<file path="src/rtl/sprite_render.sv">
`default_nettype none
// ============================================================================
// Module      : sprite_render
// Description : Falling-sprite renderer. Scans an external sprite ROM to draw
//               the sprite, erases it with the background colour, then moves
//               it down by a per-drop speed. Respawns at a clamped random x.
//               Optional colour-key transparency: SPRITE_RENDER_TRANSPARENT_EN
// Revision    : 1.0 - initial release
// ============================================================================
module sprite_render #(
    parameter int SPR_W     = 12,
    parameter int SPR_H     = 14,
    parameter int X_W       = 8,
    parameter int Y_W       = 7,
    parameter int COL_W     = 3,
    parameter int SCREEN_W  = 160,
    parameter int Y_LIMIT   = 99,
    parameter int MAX_SPEED = 7,
    parameter int BG_COLOUR = 0
`ifdef SPRITE_RENDER_TRANSPARENT_EN
    ,
    parameter logic [COL_W-1:0] KEY_COLOUR = 3'b111
`endif
) (
    input  logic             clk,
    input  logic             resetn,
    input  logic             go,
    input  logic             go_shift,
    input  logic [X_W-1:0]   x_rand,
    output logic [7:0]       rom_addr,
    input  logic [COL_W-1:0] rom_q,
    output logic             plot,
    output logic [X_W-1:0]   x_out,
    output logic [Y_W-1:0]   y_out,
    output logic [COL_W-1:0] colour,
    output logic             done_draw,
    output logic             done_shift,
    output logic             missed
);

    localparam int                 c_SPD_W     = $clog2(MAX_SPEED + 1);
    localparam logic [3:0]         c_PX_LAST   = 4'(SPR_W - 1);
    localparam logic [3:0]         c_PY_LAST   = 4'(SPR_H - 1);
    localparam logic [X_W-1:0]     c_X_MAX     = X_W'(SCREEN_W - SPR_W);
    localparam logic [Y_W-1:0]     c_Y_LIMIT   = Y_W'(Y_LIMIT);
    localparam logic [c_SPD_W-1:0] c_MAX_SPEED = c_SPD_W'(MAX_SPEED);
    localparam logic [c_SPD_W-1:0] c_SPEED_MIN = c_SPD_W'(1);
    localparam logic [COL_W-1:0]   c_BG        = COL_W'(BG_COLOUR);

    typedef enum logic [2:0] {
        S_IDLE   = 3'd0,
        S_LOAD   = 3'd1,
        S_DRAW   = 3'd2,
        S_DFLUSH = 3'd3,
        S_WAIT   = 3'd4,
        S_ERASE  = 3'd5,
        S_EFLUSH = 3'd6,
        S_SHIFT  = 3'd7
    } state_t;

    state_t               r_state;
    logic [X_W-1:0]       r_x_pos;
    logic [Y_W-1:0]       r_y_pos;
    logic [c_SPD_W-1:0]   r_speed;
    logic [3:0]           r_px;
    logic [3:0]           r_py;
    logic [7:0]           r_addr;
    logic                 r_flush;

    // Stage 1: scan coordinates aligned with rom_q
    logic                 r_s1_valid;
    logic                 r_s1_erase;
    logic                 r_s1_last;
    logic [3:0]           r_s1_px;
    logic [3:0]           r_s1_py;

    logic                 r_plot;
    logic [X_W-1:0]       r_x_out;
    logic [Y_W-1:0]       r_y_out;
    logic [COL_W-1:0]     r_colour;
    logic                 r_done_draw;
    logic                 r_done_shift;
    logic                 r_missed;

    logic w_scanning;
    logic w_scan_last;
    logic w_at_limit;
    logic w_respawn;
    logic w_transparent;

    assign w_scanning  = (r_state == S_DRAW) || (r_state == S_ERASE);
    assign w_scan_last = (r_px == c_PX_LAST) && (r_py == c_PY_LAST);
    assign w_at_limit  = (r_y_pos >= c_Y_LIMIT);
    assign w_respawn   = (r_y_pos == '0) || w_at_limit;

`ifdef SPRITE_RENDER_TRANSPARENT_EN
    assign w_transparent = !r_s1_erase && (rom_q == KEY_COLOUR);
`else
    assign w_transparent = 1'b0;
`endif

    always_ff @(posedge clk or negedge resetn) begin
        if (!resetn) begin
            r_state      <= S_IDLE;
            r_x_pos      <= c_X_MAX;
            r_y_pos      <= '0;
            r_speed      <= c_SPEED_MIN;
            r_px         <= '0;
            r_py         <= '0;
            r_addr       <= '0;
            r_flush      <= 1'b0;
            r_s1_valid   <= 1'b0;
            r_s1_erase   <= 1'b0;
            r_s1_last    <= 1'b0;
            r_s1_px      <= '0;
            r_s1_py      <= '0;
            r_plot       <= 1'b0;
            r_x_out      <= '0;
            r_y_out      <= '0;
            r_colour     <= '0;
            r_done_draw  <= 1'b0;
            r_done_shift <= 1'b0;
            r_missed     <= 1'b0;
        end else begin
            r_s1_valid   <= 1'b0;
            r_s1_last    <= 1'b0;
            r_done_shift <= 1'b0;
            r_missed     <= 1'b0;

            // Raster scan; the address counter tracks py*SPR_W+px
            if (w_scanning) begin
                r_s1_valid <= 1'b1;
                r_s1_px    <= r_px;
                r_s1_py    <= r_py;
                r_s1_erase <= (r_state == S_ERASE);
                r_s1_last  <= w_scan_last;
                if (r_px == c_PX_LAST) begin
                    r_px <= '0;
                    r_py <= w_scan_last ? 4'd0 : r_py + 4'd1;
                end else begin
                    r_px <= r_px + 4'd1;
                end
                r_addr <= w_scan_last ? 8'd0 : r_addr + 8'd1;
            end

            r_plot      <= r_s1_valid && !w_transparent;
            r_done_draw <= r_s1_valid && r_s1_last && !r_s1_erase;
            if (r_s1_valid) begin
                r_x_out  <= r_x_pos + X_W'(r_s1_px);
                r_y_out  <= r_y_pos + Y_W'(r_s1_py);
                r_colour <= r_s1_erase ? c_BG : rom_q;
            end

            case (r_state)
                S_IDLE: begin
                    if (go) begin
                        r_state  <= S_LOAD;
                        r_missed <= w_at_limit;
                    end
                end
                S_LOAD: begin
                    if (w_respawn) begin
                        r_x_pos <= (x_rand > c_X_MAX) ? c_X_MAX : x_rand;
                        r_y_pos <= '0;
                        r_speed <= (r_speed == c_MAX_SPEED) ? c_SPEED_MIN
                                                            : r_speed + c_SPEED_MIN;
                    end
                    r_state <= S_DRAW;
                end
                S_DRAW: begin
                    if (w_scan_last) begin
                        r_state <= S_DFLUSH;
                        r_flush <= 1'b0;
                    end
                end
                S_DFLUSH: begin
                    if (r_flush) begin
                        r_state <= S_WAIT;
                    end
                    r_flush <= ~r_flush;
                end
                S_WAIT: begin
                    if (go_shift) begin
                        r_state <= S_ERASE;
                    end
                end
                S_ERASE: begin
                    if (w_scan_last) begin
                        r_state <= S_EFLUSH;
                        r_flush <= 1'b0;
                    end
                end
                S_EFLUSH: begin
                    // done_shift is raised on entry so it is visible during SHIFT
                    if (r_flush) begin
                        r_state      <= S_SHIFT;
                        r_done_shift <= 1'b1;
                    end
                    r_flush <= ~r_flush;
                end
                S_SHIFT: begin
                    r_y_pos <= r_y_pos + Y_W'(r_speed);
                    r_state <= S_IDLE;
                end
                default: begin
                    r_state <= S_IDLE;
                end
            endcase
        end
    end

    assign rom_addr   = r_addr;
    assign plot       = r_plot;
    assign x_out      = r_x_out;
    assign y_out      = r_y_out;
    assign colour     = r_colour;
    assign done_draw  = r_done_draw;
    assign done_shift = r_done_shift;
    assign missed     = r_missed;

endmodule

`default_nettype wire

</file>
<file path="config.mk">
export PLATFORM = sky130hd
export DESIGN_NAME = sprite_render
export DESIGN_NICKNAME = d
export VERILOG_FILES = /design/src/rtl/sprite_render.sv
export SDC_FILE = /design/constraint.sdc
export NUM_CORES = 1
export LEC_CHECK = 0
export ABC_AREA = 0
export BUFFER_PORTS_ARGS = -buffer_cell sky130_fd_sc_hd__buf_2
export CAP_MARGIN = 20
export CORE_MARGIN = 3
export CORE_UTILIZATION = 50
export CTS_CLUSTER_DIAMETER = 100
export DETAILED_ROUTE_END_ITERATION = 10
export GPL_TIMING_DRIVEN = 0
export PLACE_DENSITY = 0.72
export SLEW_MARGIN = 20
export SYNTH_ARGS = -nofsm -noshare
export SYNTH_HDL_FRONTEND = slang
export SYNTH_SLANG_ARGS = --single-unit
</file>
<file path="constraint.sdc">
create_clock -name clk -period 2.5 [get_ports clk]
set_input_delay 0.25 -clock clk [delete_from_list [all_inputs] [get_ports clk]]
set_output_delay 0.25 -clock clk [all_outputs]
set_load 0.02 [all_outputs]
</file>
==> results.toml, run 1 <==
[status]
status = "complete, no violations"

[worst_setup_path]
cpPeakStageDelay_ns = 0.49
crit_path_top_delay_cell = "clkbuf_1"
reg2reg_depth = 5
path_class = "flip-flop to flip-flop"
worst_ep_arrival_time_ns = 2.36
path_depth = 5
startpoint = "r_state[1]"
path_buf_inv = 2
crit_family = "buffers and inverters"
r2r_slack_ns = 0.38
cp-endpoint = "r_s1_py[2]"
r2r_start = "r_state[1]"
critPathLaunchType = "flip-flop"
path_max_fanout = 10
path_cells = "clkbuf_8 > and3b_1 > nor2_1 > clkbuf_1 > mux2_2"
cp.required_ns = 2.74
reg2reg_to = "r_s1_py[2]"
end_kind = "flip-flop"

[yosys]
syn_nets = 386
synthArstFlopShare_pct = 100
avgSynthCellArea_um2 = 10.8
yosysMostFrequentCell = "dfrtp_1"
synth_top_area_cell = "dfrtp_1"
synthCells = 351
synth_warnings = 0
synth_commonest_cells = "67 x dfrtp_1, 31 x nand2_1, 21 x mux2_2, 21 x o21ai_0, 19 x nor2_1"
synth-main-ff-cell = "dfrtp_1"
synthTopCellsByArea = "dfrtp_1 44%, mux2_2 6.3%, ha_1 5.6%, nand2_1 3.1%, dfstp_2 2.8%"
netlist.area_leader.share_pct = 44.3
synth_edf_count = 0
ys_ff_latch = 71
seq_area_frac_synth_pct = 47.1
yosysUniqueCellTypes = 58
synth_area_um2 = 3780

[global_route]
grt_start_max_net_pins = 46
antenna_found_initial = 0
grt_use_total_pct = 19.6
grt_pass1_vias = 2682
grt_pass1_wl_um = 13200
globalRouteOverflowTotal = 0

[power]
power_density_nw_per_um2 = 539
vdd_drop_max_v = 0.000269
leakage_nw = 2.17
p_total_mw = 2.36

[cts]
htreeDepth = 3
tritoncts = "yes"
cts.sink_count = 71
clk_transition_reported_paths_ns = 0.08
cts_buffer_depth = 2
cts_made_buffers = 9
clk_latency_ns = 0.35
cts.root.buffer_cell = "clkbuf_8"

[detailed_routing]
wire_per_inst_um = 15.4
drc = 0
drt_pass1_iterations = 4
via_per_inst = 5.57
drtAntennaViolNets = 0
initialDrtViolationCount = 98
wirelength_um = 7860
route.vias.total = 2850

[die]
start_util_pct = 51.9
die_y_um = 93.0
num_io_pins = 45
die_x_um = 93.0
dieArea_um2 = 8640
std_cell_rows = 31
core_um2 = 7290

[timing]
finalHoldViolCount = 0
setup_tns_ns = 0
rsz0062_at_grt = "false"
drv_slew = 0
relSlewSlack_pct = 55.2
finClkSkew_ns = 0.00888
worstMarginPinSlew_ns = 0.672
setup_slack_ns = 0.378
fin_crit_sh_pct = 84.9
setup-violations-final = 0
max_freq_mhz = 471
fin_crit_ns = 2.12

[cells_and_area]
drive_gt1_share_pct = 25.7
fin_util_pct = 60.2
antennaDiodeCount = 0
area_delta_synth_final_pct = 16.0
instances_no_fill = 512
final_nets = 443

[placement]
dp_slack_ns = 0.395
gp_congestion = 0.826
dpl.hpwl_um = 5670
port_buffers = 44
dp_cells = 495

[hold_path]
min_path_type = "primary input to flip-flop"

[flow_run]
maxCapViolations = 0
## state kept, by name, summed over array words and instances (netlist names), 3 cells and up
name,count
colour,3
r_px,4
r_py,4
r_s1_px,4
r_s1_py,4
r_speed,3
r_state,3
r_x_pos,8
r_y_pos,7
rom_addr,8
x_out,8
y_out,7
## cell usage in the layout (no fill, tap or decap), types with 4 or more instances in the layout
cell	instances
clkbuf_8	12
o21a_1	5
a21o_1	8
dfstp_2	4
a31oi_1	5
and3_1	5
buf_2	43
mux2i_1	7
mux2_2	21
ha_1	17
nand2b_1	5
dfrtp_1	67
nand3_1	9
xnor2_1	6
nor2_1	19
o31ai_1	6
clkbuf_1	6
nor3_1	10
nor2b_1	5
o21ai_0	21
a22o_1	6
nand2_1	31
and2_1	4
a21oi_1	7
inv_1	17
nand3b_1	4
buf_6	4
## area by class of cell
type                    instances  area, um^2
clock inverters                 5        81.3
well taps                      99         124
clock buffers                  11         141
repair buffers                 46         260
fillers                       632        2900
flip-flops and latches         71        1780
inverters                      18        67.6
plain buffers                  11        91.3
multi-input cells             251        1840
## metrics by stage
step	hold slack (ns)	instance area (um^2)
detailed placement	0.194	4160
global placement	0.380	4130
floorplan	-0.0456	3780
finish	0.117	4390
CTS	0.110	4390
global route	0.112	4390
## per-layer routing
layer	track usage (%)	routed length [um]	vias to the layer above
li1	-	-	1386
met1	27.1	3660	1394
met2	30.1	3740	57
met3	4.10	289	13
met4	8.30	172	0
met5	0	0	-
## power by group
part           switching (mW)  internal (mW)
clock                   0.442          0.589
combinational          0.0860         0.0593
sequential             0.0142           1.17
## worst min-delay path by stage
stage / slack [ns] / cells after the start / to / startpoint
floorplan: -0.05 / 0 / colour[0] / resetn
global placement: 0.38 / 0 / plot / r_s1_valid
detailed placement: 0.19 / 1 / x_out[6] / resetn
CTS: 0.11 / 2 / colour[2] / rom_q[2]
global route: 0.11 / 2 / colour[2] / rom_q[2]
finish: 0.12 / 2 / colour[2] / rom_q[2]
## what timing repair did
action / 4_1_cts / 5_1_grt
hold buffers: 1 / 0
endpoints found under the hold margin: 26 / 0
resized for setup: 0 / 0
setup buffers: 0 / 0
## cell families (layout without fill, tap and decap cells)
| family | Yosys count | count (layout) | synth area share, % |
|---|---|---|---|
| XOR/XNOR | 8 | 8 | 1.85 |
| multiplexers | 28 | 28 | 8.10 |
| flip-flops | 71 | 71 | 47.1 |
| adder cells (fa/ha/maj) | 20 | 20 | 7.21 |
| AND/OR/NAND/NOR | 114 | 114 | 16.3 |
| buffers and inverters | 29 | 91 | 4.20 |
| AO/OA/AOI/OAI | 81 | 81 | 15.2 |
Power figures use the tool's default switching activity.
==> run 2: changes to the inputs <==
==> constraint.sdc (replaced) <==
create_clock -name clk -period 2.1 [get_ports clk]
set_input_delay 0.21 -clock clk [delete_from_list [all_inputs] [get_ports clk]]
set_output_delay 0.21 -clock clk [all_outputs]
set_load 0.02 [all_outputs]
==> run 2 against run 1 <==
Effect of this change: first-iteration DRC count down 3.1%; critical path type unchanged; worst hold slack got worse by 0.041 ns; via count grew 0.56%.
==> results.toml, run 2 (synthesis results as in run 1) <==
[die]
std_cell_rows = 31
die_y_um = 93.0
die_x_um = 93.0
core_um2 = 7290
num_io_pins = 45
start_util_pct = 51.9
dieArea_um2 = 8640

[worst_setup_path]
path_max_fanout = 6
crit_path_top_delay_cell = "or4_4"
critPathLaunchType = "flip-flop"
worst_ep_arrival_time_ns = 2.24
reg2reg_depth = 5
r2r_slack_ns = 0.09
path_class = "flip-flop to flip-flop"
cpPeakStageDelay_ns = 0.57
path_buf_inv = 1
r2r_start = "r_y_pos[1]"
path_cells = "or4_4 > nor4_4 > o211ai_4 > buf_4 > a311o_2"
cp.required_ns = 2.34
end_kind = "flip-flop"
reg2reg_to = "r_y_pos[3]"
crit_family = "simple AND/OR/NAND/NOR gates"

[global_route]
grt_use_total_pct = 19.6
grt_pass1_wl_um = 13200
grt_start_max_net_pins = 46
grt_pass1_vias = 2685
antenna_found_initial = 0
globalRouteOverflowTotal = 0

[hold_path]
hold_depth = 2
hold_path.startpoint = "rom_q[2]"
hold_end = "colour[2]"
min_path_type = "primary input to flip-flop"

[timing]
drv_slew = 0
worstMarginPinSlew_ns = 0.677
fin_crit_ns = 2.01
finalHoldViolCount = 0
rsz0062_at_grt = "false"
finClkSkew_ns = 0.00784
max_freq_mhz = 498
relSlewSlack_pct = 54.9
fin_crit_sh_pct = 95.6
setup-violations-final = 0

[power]
leakage_nw = 2.19
p_total_mw = 2.81
power_density_nw_per_um2 = 636
vdd_drop_max_v = 0.000320

[cts]
cts_buffer_depth = 2
cts.sink_count = 71
cts_made_buffers = 9
tritoncts = "yes"
htreeDepth = 3
cts.root.buffer_cell = "clkbuf_8"
clk_latency_ns = 0.36
clk_transition_reported_paths_ns = 0.08

[detailed_routing]
drtAntennaViolNets = 0
drc = 0
route.vias.total = 2866
wire_per_inst_um = 15.3
wirelength_um = 7870
initialDrtViolationCount = 95
drt_pass1_iterations = 4
via_per_inst = 5.57

[cells_and_area]
nFillCells = 628
layout_commonest_cell = "dfrtp_1"
antennaDiodeCount = 0
drive_gt1_share_pct = 26.7
area_delta_synth_final_pct = 16.8
final_cell_mix = "67 x dfrtp_1, 43 x buf_2, 31 x nand2_1"
stdcell_area_um2 = 4420
final_nets = 446
multi_input_area_um2 = 1850
final-seq-area_um2 = 1780

[placement]
dpl.hpwl_um = 5670
port_buffers = 44
gp_congestion = 0.826
placed_cell_area_um2 = 4160

[flow_run]
maxCapViolations = 0

[status]
status = "complete, no violations"
[run 2: per-stage QoR]
step / setup TNS, ns / util (%) / setup slack [ns] / cells / hold WS (ns)
floorplan: 0 / - / 0.184 / 351 / -0.0856
global placement: 0 / 56.6 / 0.0281 / 494 / 0.380
detailed placement: -0.00957 / 57.0 / -0.00484 / 495 / 0.154
CTS: 0 / 60.2 / 0.00398 / 512 / 0.0704
global route: 0 / 60.6 / 0.00789 / 515 / 0.0722
finish: 0 / 60.6 / 0.0919 / 515 / 0.0764
[run 2: worst max path at each step]
stage / startpoint / endpoint / slack, ns / depth (start not counted)
2_1_floorplan: r_y_pos[5] / r_y_pos[4] / 0.18 / 6
3_3_place_gp: r_y_pos[1] / r_y_pos[4] / 0.03 / 5
3_5_place_dp: r_state[1] / r_s1_py[2] / -0.005 / 5
4_1_cts: r_y_pos[3] / r_x_pos[0] / 0.004 / 5
5_1_grt: r_y_pos[1] / r_y_pos[3] / 0.008 / 5
6_report: r_y_pos[1] / r_y_pos[3] / 0.09 / 5
[run 2: layer usage]
layer | vias up | global-route usage [%] | share of wire [%] | routed length (um)
met5 | - | 0 | 0 | 0
met3 | 14 | 4.10 | 4.1 | 324
met4 | 0 | 8.30 | 2.1 | 165
met1 | 1406 | 26.9 | 46 | 3630
li1 | 1387 | - | - | -
met2 | 59 | 30.2 | 48 | 3740
[run 2: cell type report]
class / instances / area share [%]
inverter: 18 / 1.53
buffer: 11 / 2.10
clock buffer: 11 / 3.20
multi-input combinational: 251 / 41.8
clock inverter: 5 / 1.84
sequential: 71 / 40.3
timing repair buffer: 49 / 6.40
tap: 99 / 2.80
[run 2: what timing repair did]
action / 4_1_cts / 5_1_grt
endpoints found under the setup margin: 4 / 20
resized for setup: 1 / 2
setup buffers: 0 / 3
hold endpoints to repair: 26 / 0
pin swaps: 0 / 1
cloned: 0 / 0
hold buffers: 1 / 0
[run 2: report_power, final]
part	internal (mW)	leakage [nW]	switching (mW)	total, mW
Sequential	1.40	0.883	0.0170	1.41
Combinational	0.0706	1.20	0.102	0.173
Clock	0.701	0.110	0.522	1.22
Total	2.17	2.19	0.641	2.81
